## config.mk

```make
export PLATFORM = sky130hd
export DESIGN_NAME = stereo_mix_sched
export DESIGN_NICKNAME = d
export VERILOG_FILES = /design/src/rtl/stereo_mix_sched.sv
export SDC_FILE = /design/constraint.sdc
export NUM_CORES = 1
export LEC_CHECK = 0
export CORE_ASPECT_RATIO = 0.9
export CORE_MARGIN = 2
export CORE_UTILIZATION = 50
export CTS_BUF_LIST = sky130_fd_sc_hd__clkbuf_8 sky130_fd_sc_hd__clkbuf_16
export DETAILED_ROUTE_END_ITERATION = 7
export DONT_BUFFER_PORTS = 1
export PLACE_DENSITY_LB_ADDON = 0.25
export RECOVER_POWER = 50
export SETUP_SLACK_MARGIN = 0.1
export SLEW_MARGIN = 40
export SYNTH_ARGS = -nofsm -noshare
export SYNTH_HDL_FRONTEND = slang
export SYNTH_SLANG_ARGS = --single-unit
```

## constraint.sdc

```tcl
create_clock -name clock -period 12.3 [get_ports clock]
set_input_delay 2.46 -clock clock [delete_from_list [all_inputs] [get_ports clock]]
set_output_delay 2.46 -clock clock [all_outputs]
set_load 0.02 [all_outputs]
```

## src/rtl/stereo_mix_sched.sv

```systemverilog
// FM stereo matrix scheduler: one shared adder/subtractor turns (L+R, L-R) pairs into left/right words.
// Define STEREO_SAT_EN for saturating arithmetic and the sticky sat_flag output; otherwise results wrap.
module stereo_mix_sched #(
    parameter int DATA_WIDTH  = 32,
    parameter int COUNT_WIDTH = 16
) (
    input  logic                   clock,
    input  logic                   reset,
    input  logic [DATA_WIDTH-1:0]  lpr_dout,
    input  logic                   lpr_empty,
    output logic                   lpr_rd_en,
    input  logic [DATA_WIDTH-1:0]  lmr_dout,
    input  logic                   lmr_empty,
    output logic                   lmr_rd_en,
    input  logic                   mono,
    output logic [DATA_WIDTH-1:0]  left_din,
    input  logic                   left_full,
    output logic                   left_wr_en,
    output logic [DATA_WIDTH-1:0]  right_din,
    input  logic                   right_full,
    output logic                   right_wr_en,
    output logic [COUNT_WIDTH-1:0] pair_count
`ifdef STEREO_SAT_EN
    ,
    output logic                   sat_flag
`endif
);

    typedef enum logic [1:0] {
        S_FETCH = 2'd0,
        S_LEFT  = 2'd1,
        S_RIGHT = 2'd2
    } state_t;

    state_t                state, state_nxt;
    logic [DATA_WIDTH-1:0] lpr_q, lmr_q;
    logic                  mono_q;
    logic                  fetch;
    logic                  alu_sub;
    logic [DATA_WIDTH-1:0] alu_b, alu_sum, alu_res;

    // Shared ALU: mono zeroes the L-R operand so both channels carry L+R.
    assign alu_sub = (state == S_RIGHT);
    assign alu_b   = mono_q ? '0 : lmr_q;
    assign alu_sum = alu_sub ? (lpr_q - alu_b) : (lpr_q + alu_b);

`ifdef STEREO_SAT_EN
    logic alu_ovf;
    // For subtract, the effective second operand is -b, so its sign is inverted.
    assign alu_ovf = (lpr_q[DATA_WIDTH-1] == (alu_b[DATA_WIDTH-1] ^ alu_sub)) &&
                     (alu_sum[DATA_WIDTH-1] != lpr_q[DATA_WIDTH-1]);
    assign alu_res = alu_ovf ? {lpr_q[DATA_WIDTH-1], {(DATA_WIDTH-1){~lpr_q[DATA_WIDTH-1]}}}
                             : alu_sum;
`else
    assign alu_res = alu_sum;
`endif

    always_comb begin
        state_nxt   = state;
        fetch       = 1'b0;
        left_wr_en  = 1'b0;
        right_wr_en = 1'b0;
        left_din    = '0;
        right_din   = '0;
        case (state)
            S_FETCH: begin
                if (!lpr_empty && !lmr_empty) begin
                    fetch     = 1'b1;
                    state_nxt = S_LEFT;
                end
            end
            S_LEFT: begin
                if (!left_full) begin
                    left_wr_en = 1'b1;
                    left_din   = alu_res;
                    state_nxt  = S_RIGHT;
                end
            end
            S_RIGHT: begin
                if (!right_full) begin
                    right_wr_en = 1'b1;
                    right_din   = alu_res;
                    // Refetch in the same cycle keeps the 2-cycle-per-pair cadence.
                    if (!lpr_empty && !lmr_empty) begin
                        fetch     = 1'b1;
                        state_nxt = S_LEFT;
                    end else begin
                        state_nxt = S_FETCH;
                    end
                end
            end
            default: state_nxt = S_FETCH;
        endcase
        lpr_rd_en = fetch;
        lmr_rd_en = fetch;
    end

    always_ff @(posedge clock or posedge reset) begin
        if (reset) begin
            state      <= S_FETCH;
            lpr_q      <= '0;
            lmr_q      <= '0;
            mono_q     <= 1'b0;
            pair_count <= '0;
        end else begin
            state <= state_nxt;
            if (fetch) begin
                lpr_q  <= lpr_dout;
                lmr_q  <= lmr_dout;
                mono_q <= mono;
            end
            if (right_wr_en)
                pair_count <= pair_count + 1'b1;
        end
    end

`ifdef STEREO_SAT_EN
    always_ff @(posedge clock or posedge reset) begin
        if (reset)
            sat_flag <= 1'b0;
        else if ((left_wr_en || right_wr_en) && alu_ovf)
            sat_flag <= 1'b1;
    end
`endif

endmodule
```

**Word-level counts from Yosys, hierarchy flattened**

Index checks and enable logic that the tools add are counted.

- Register bits after elaboration: 83
- Bits of input ports: 71
- Output and inout port bits: 84
- Word-level logic and storage cells: 36

- Add/sub/neg operators: 3
- Eq/ne operators: 5
- Muxes and demuxes: 18
- Reduce and logical (&&, ||, !) cells: 5

Operators by type and width:

| kind | count |
|---|---|
| $mux W32 | 6 |
| $add A32 B32 Y32 | 1 |
| $sub A32 B32 Y32 | 1 |
| $add A16 B1 Y16 const B | 1 |
| $mux W1 | 7 |
| $mux W2 | 3 |
| $ne A2 B2 Y1 const B | 3 |
| $pmux W2 S3 | 1 |
| $reduce_and A3 Y1 | 1 |
| $eq A2 B1 Y1 const B | 1 |
| $eq A2 B2 Y1 const B | 1 |
| $logic_not A1 Y1 | 2 |
| $logic_not A2 Y1 | 1 |
| $pmux W1 S2 | 1 |
| $logic_and A1 B1 Y1 | 1 |

**Logic depth before layout (Yosys ltp)**

- Depth after elaboration: 5
- Gate-level depth with buffers: 19
- Gate-level depth less buffers: 16

**Worst setup path after synthesis**

OpenSTA, ideal clock, no wires.

- Path type: reg2out
- From: register lmr_q[3]
- To: output left_din[31]
- Arrival: 4.273 ns
- Data required time: 9.840 ns
- Setup slack: 5.567 ns
- Stages on the path, launching flop included: 17
- Buffers on the path: 1
- Path through: dfrtp_1 or4_4 nor4_4 nand3_2 or4_4 o21ai_1 xnor2_1 nand2_1 ha_1 clkbuf_1 nand4_1 or4_1 inv_1 o211ai_1 and3_1 or3_1 a21oi_1

- Longest elaborated chain between the ends: 5
- Elaborated cells on any way between the ends: 6

Ends and longest elaborated chain:

| element | RTL line | source |
|---|---|---|
| from (decl) | 36 | `logic [DATA_WIDTH-1:0] lpr_q, lmr_q;` |
| from (signal assigned) | 109 | `lmr_q <= lmr_dout;` |
| $mux W32 (*) | 44 | `assign alu_b = mono_q ? '0 : lmr_q;` |
| $add A32 B32 Y32 or $sub A32 B32 Y32 (tied branches) | 45 | `assign alu_sum = alu_sub ? (lpr_q - alu_b) : (lpr_q + alu_b);` |
| $mux W32 (*) | 45 |  |
| $mux W32 (*) | 73 | `if (!left_full) begin` |
| $mux W32 (*) | 65 | `case (state)` |
| to (decl) | 16 | `output logic [DATA_WIDTH-1:0] left_din,` |

Every way passes the cells marked *; elsewhere a longest branch is shown, timed or not.

**Worst setup path after layout**

- From: register mono_q
- To: output right_din[30]

- Longest elaborated chain between the ends: 5
- Elaborated cells on any way between the ends: 6

Ends and longest elaborated chain:

| element | RTL line | source |
|---|---|---|
| from (decl) | 37 | `logic mono_q;` |
| from (signal assigned) | 110 | `mono_q <= mono;` |
| $mux W32 (*) | 44 |  |
| $add A32 B32 Y32 or $sub A32 B32 Y32 (tied branches) | 45 |  |
| $mux W32 (*) | 45 |  |
| $mux W32 (*) | 80 | `if (!right_full) begin` |
| $mux W32 (*) | 65 |  |
| to (decl) | 19 | `output logic [DATA_WIDTH-1:0] right_din,` |

Marked as above.

==> impl_metrics.env <==
export IMPL_layout_common_cells="nor2_1, dfrtp_1, nand2_1"
export IMPL_stdcell_area_um2=6570
export IMPL_port_buffers=0
export IMPL_yosys_area_top_type="dfrtp_1"
export IMPL_synth_warnings=0
export IMPL_power_density_nw_per_um2=278
export IMPL_multiInputGateArea_um2=3860
export IMPL_setup_ws_ns=4.39
export IMPL_root_buffer="clkbuf_16"
export IMPL_total_power_mw=1.83
export IMPL_path_clk_slew_ns=0.07
export IMPL_dr_pass1_iters=5
export IMPL_maxCapViolations=3
export IMPL_slew_viol_final=177
export IMPL_ys_ff_latch=83
export IMPL_grt_ovfl_total=0
export IMPL_relSlewSlack=-1.88
export IMPL_ios=155
export IMPL_dominantRegCellSynth="dfrtp_1"
export IMPL_ys_types=57
export IMPL_max_freq_ghz=0.126
export IMPL_worst_path_max_fanout=24
export IMPL_dr_total_vias=5173
export IMPL_setup_viol=0
export IMPL_cts_resized=0
export IMPL_drcViolationCount=0
export IMPL_status="finished with violations"
export IMPL_netlist_area_um2=6150
export IMPL_timing_hold_ws_ns=0.518
export IMPL_skew_ns=0.00732
export IMPL_grt_antenna_before_repair=1
export IMPL_startpoint_type="flip-flop"
export IMPL_finalCritPeriodShare=0.643
export IMPL_crit_type="flip-flop to output pin"
export IMPL_end_kind="output pin"
export IMPL_fin_crit_ns=7.91
export IMPL_hold_class="flip-flop to flip-flop"
export IMPL_postCtsHoldBufs=0
export IMPL_avgViaCountPerCell=6.07
export IMPL_arrival_ns=5.45
export IMPL_violations="capacitance limit, slew limit"
export IMPL_numCtsBuffers=9
export IMPL_fin_setup_tns_ns=0
export IMPL_drt_total_wl_um=16100
export IMPL_drtAntennaViolNets=0
export IMPL_grt_total_usage=0.250
export IMPL_cts_tree="done"
export IMPL_ys_async_sr_fraction=1.00
export IMPL_met2_length_um=7160
export IMPL_yosysTopAreaCellShare=0.338
export IMPL_dp_worst_setup_slack_ns=4.86
export IMPL_postCtsSetupBuffers=0
export IMPL_die_x_um=121
export IMPL_core_region_area_um2=12000
export IMPL_die_area_um2=13200
export IMPL_area_growth_pct=6.77
export IMPL_nFillCells=1097
export IMPL_rsz0062_at_grt="false"
export IMPL_placed_area_um2=6280
export IMPL_met1_length_um=7480
export IMPL_wl_per_cell_um=18.9
export IMPL_hold_viol=0
export IMPL_drive_gt1_frac=0.136
export IMPL_h_tree_depth=3
export IMPL_cts_path_max_buffers=2
export IMPL_synth_area_per_cell_um2=8.75
export IMPL_gp_congestion=0.938
export IMPL_grt_pass1_vias=4960
export IMPL_synth_edf_count=0
export IMPL_rows=38
export IMPL_worst_pin_slew_ns=4.32
export IMPL_hpwl_um=12600
export IMPL_wl_met3_um=1110
export IMPL_synthTopCellsByArea="dfrtp_1, mux2_2, ha_1"
export IMPL_start_util=0.512
export IMPL_p_leak_nw=2.72
export IMPL_final_nets=791
export IMPL_mostFrequentLayoutCell="nor2_1"
export IMPL_synth_seq_area_share=0.338
export IMPL_seqCellArea_um2=2080
export IMPL_cts_sinks=83
export IMPL_grt_max_degree=84
export IMPL_critPathRequiredTime_ns=9.84
export IMPL_clkLatencyLatePin_ns=0.36
export IMPL_synthesis_nets=808
export IMPL_syn_inst=703
export IMPL_die_y_um=109
export IMPL_top_layer="met4"
export IMPL_grt_pass1_wl_um=25900
export IMPL_peakVddDrop_v=0.000154
export IMPL_drt_iter0_markers=426
## state kept, by name, summed over array words and instances, names as in the netlist
signal / flops
mono_q: 1
pair_count: 16
state: 2
lpr_q: 32
lmr_q: 32
## through the flow
stage | util | std cells
3_3_place_gp | 0.522 | 835
6_report | 0.546 | 852
2_1_floorplan | - | 703
5_1_grt | 0.546 | 852
4_1_cts | 0.549 | 851
3_5_place_dp | 0.522 | 835
## critical path, cell delays in order, from the launching register on
cell,delay (ns)
dfrtp_1,0.64
inv_1,0.44
nand2_1,0.22
ha_1,0.30
or3b_1,0.43
and2_1,0.23
or3_1,0.36
nand3_1,0.15
ha_1,0.26
and3_1,0.27
o21ai_0,0.14
a2111oi_0,0.55
o31ai_1,0.21
a21oi_1,0.23
nor3_1,0.09
nor3b_1,0.57
## where the power goes
part           switching, mW  internal, mW  total (mW)
registers             0.0883         0.342       0.430
clock network          0.126         0.163       0.289
logic                  0.690         0.418        1.11
total                  0.904         0.923        1.83
## worst paths after layout
check	cells past startpoint	start	endpoint	slack [ns]
min in group asynchronous	2	reset	pair_count[12]	3.71
max reg2reg	7	state[0]	pair_count[10]	8.19
max in group asynchronous	2	reset	lpr_q[9]	6.19
min	1	lpr_q[29]	lpr_q[29]	0.52
max	15	mono_q	right_din[30]	4.39
min reg2reg	1	lpr_q[29]	lpr_q[29]	0.52
## per-layer routing
metal / GRT usage / up-vias
li1: - / 2474
met1: 0.356 / 2479
met2: 0.376 / 196
met3: 0.0492 / 24
met4: 0.0955 / 0
met5: 0 / -
## cell usage after synthesis, types with 4 or more instances
library cell,n
inv_1,21
o21bai_1,9
o211ai_1,9
nor3b_1,6
xnor2_1,39
nand3_1,11
nor3_1,11
o21a_1,8
nand2_1,65
nor2_1,102
and3_1,4
nor4_1,5
xor2_1,21
clkbuf_1,31
a21o_1,11
nand4_1,13
mux2_2,60
ha_1,33
a21oi_1,42
a31oi_1,7
nand2b_1,6
nor2b_1,6
dfrtp_1,83
o21ai_0,39
or3_1,6
## kinds of logic after synthesis
group	count (synthesis)	synth area share
AOI/OAI and AO/OA	159	0.169
muxes	60	0.110
xor gates and xnor gates	60	0.0854
and+or+nand+nor	253	0.195
DFF	83	0.338
buffers and inverters	54	0.0336
adders and majority gates	34	0.0704
## cell type report
type / instances / share of cell area
multi-input cells: 566 / 0.588
flip-flops and latches: 83 / 0.316
clock buffers: 9 / 0.0343
well taps: 160 / 0.0305
clock inverters: 7 / 0.0145
inverters: 21 / 0.0122
repair buffers: 5 / 0.00400
diodes: 1 / 0.000381
Power figures use the tool's default switching activity.
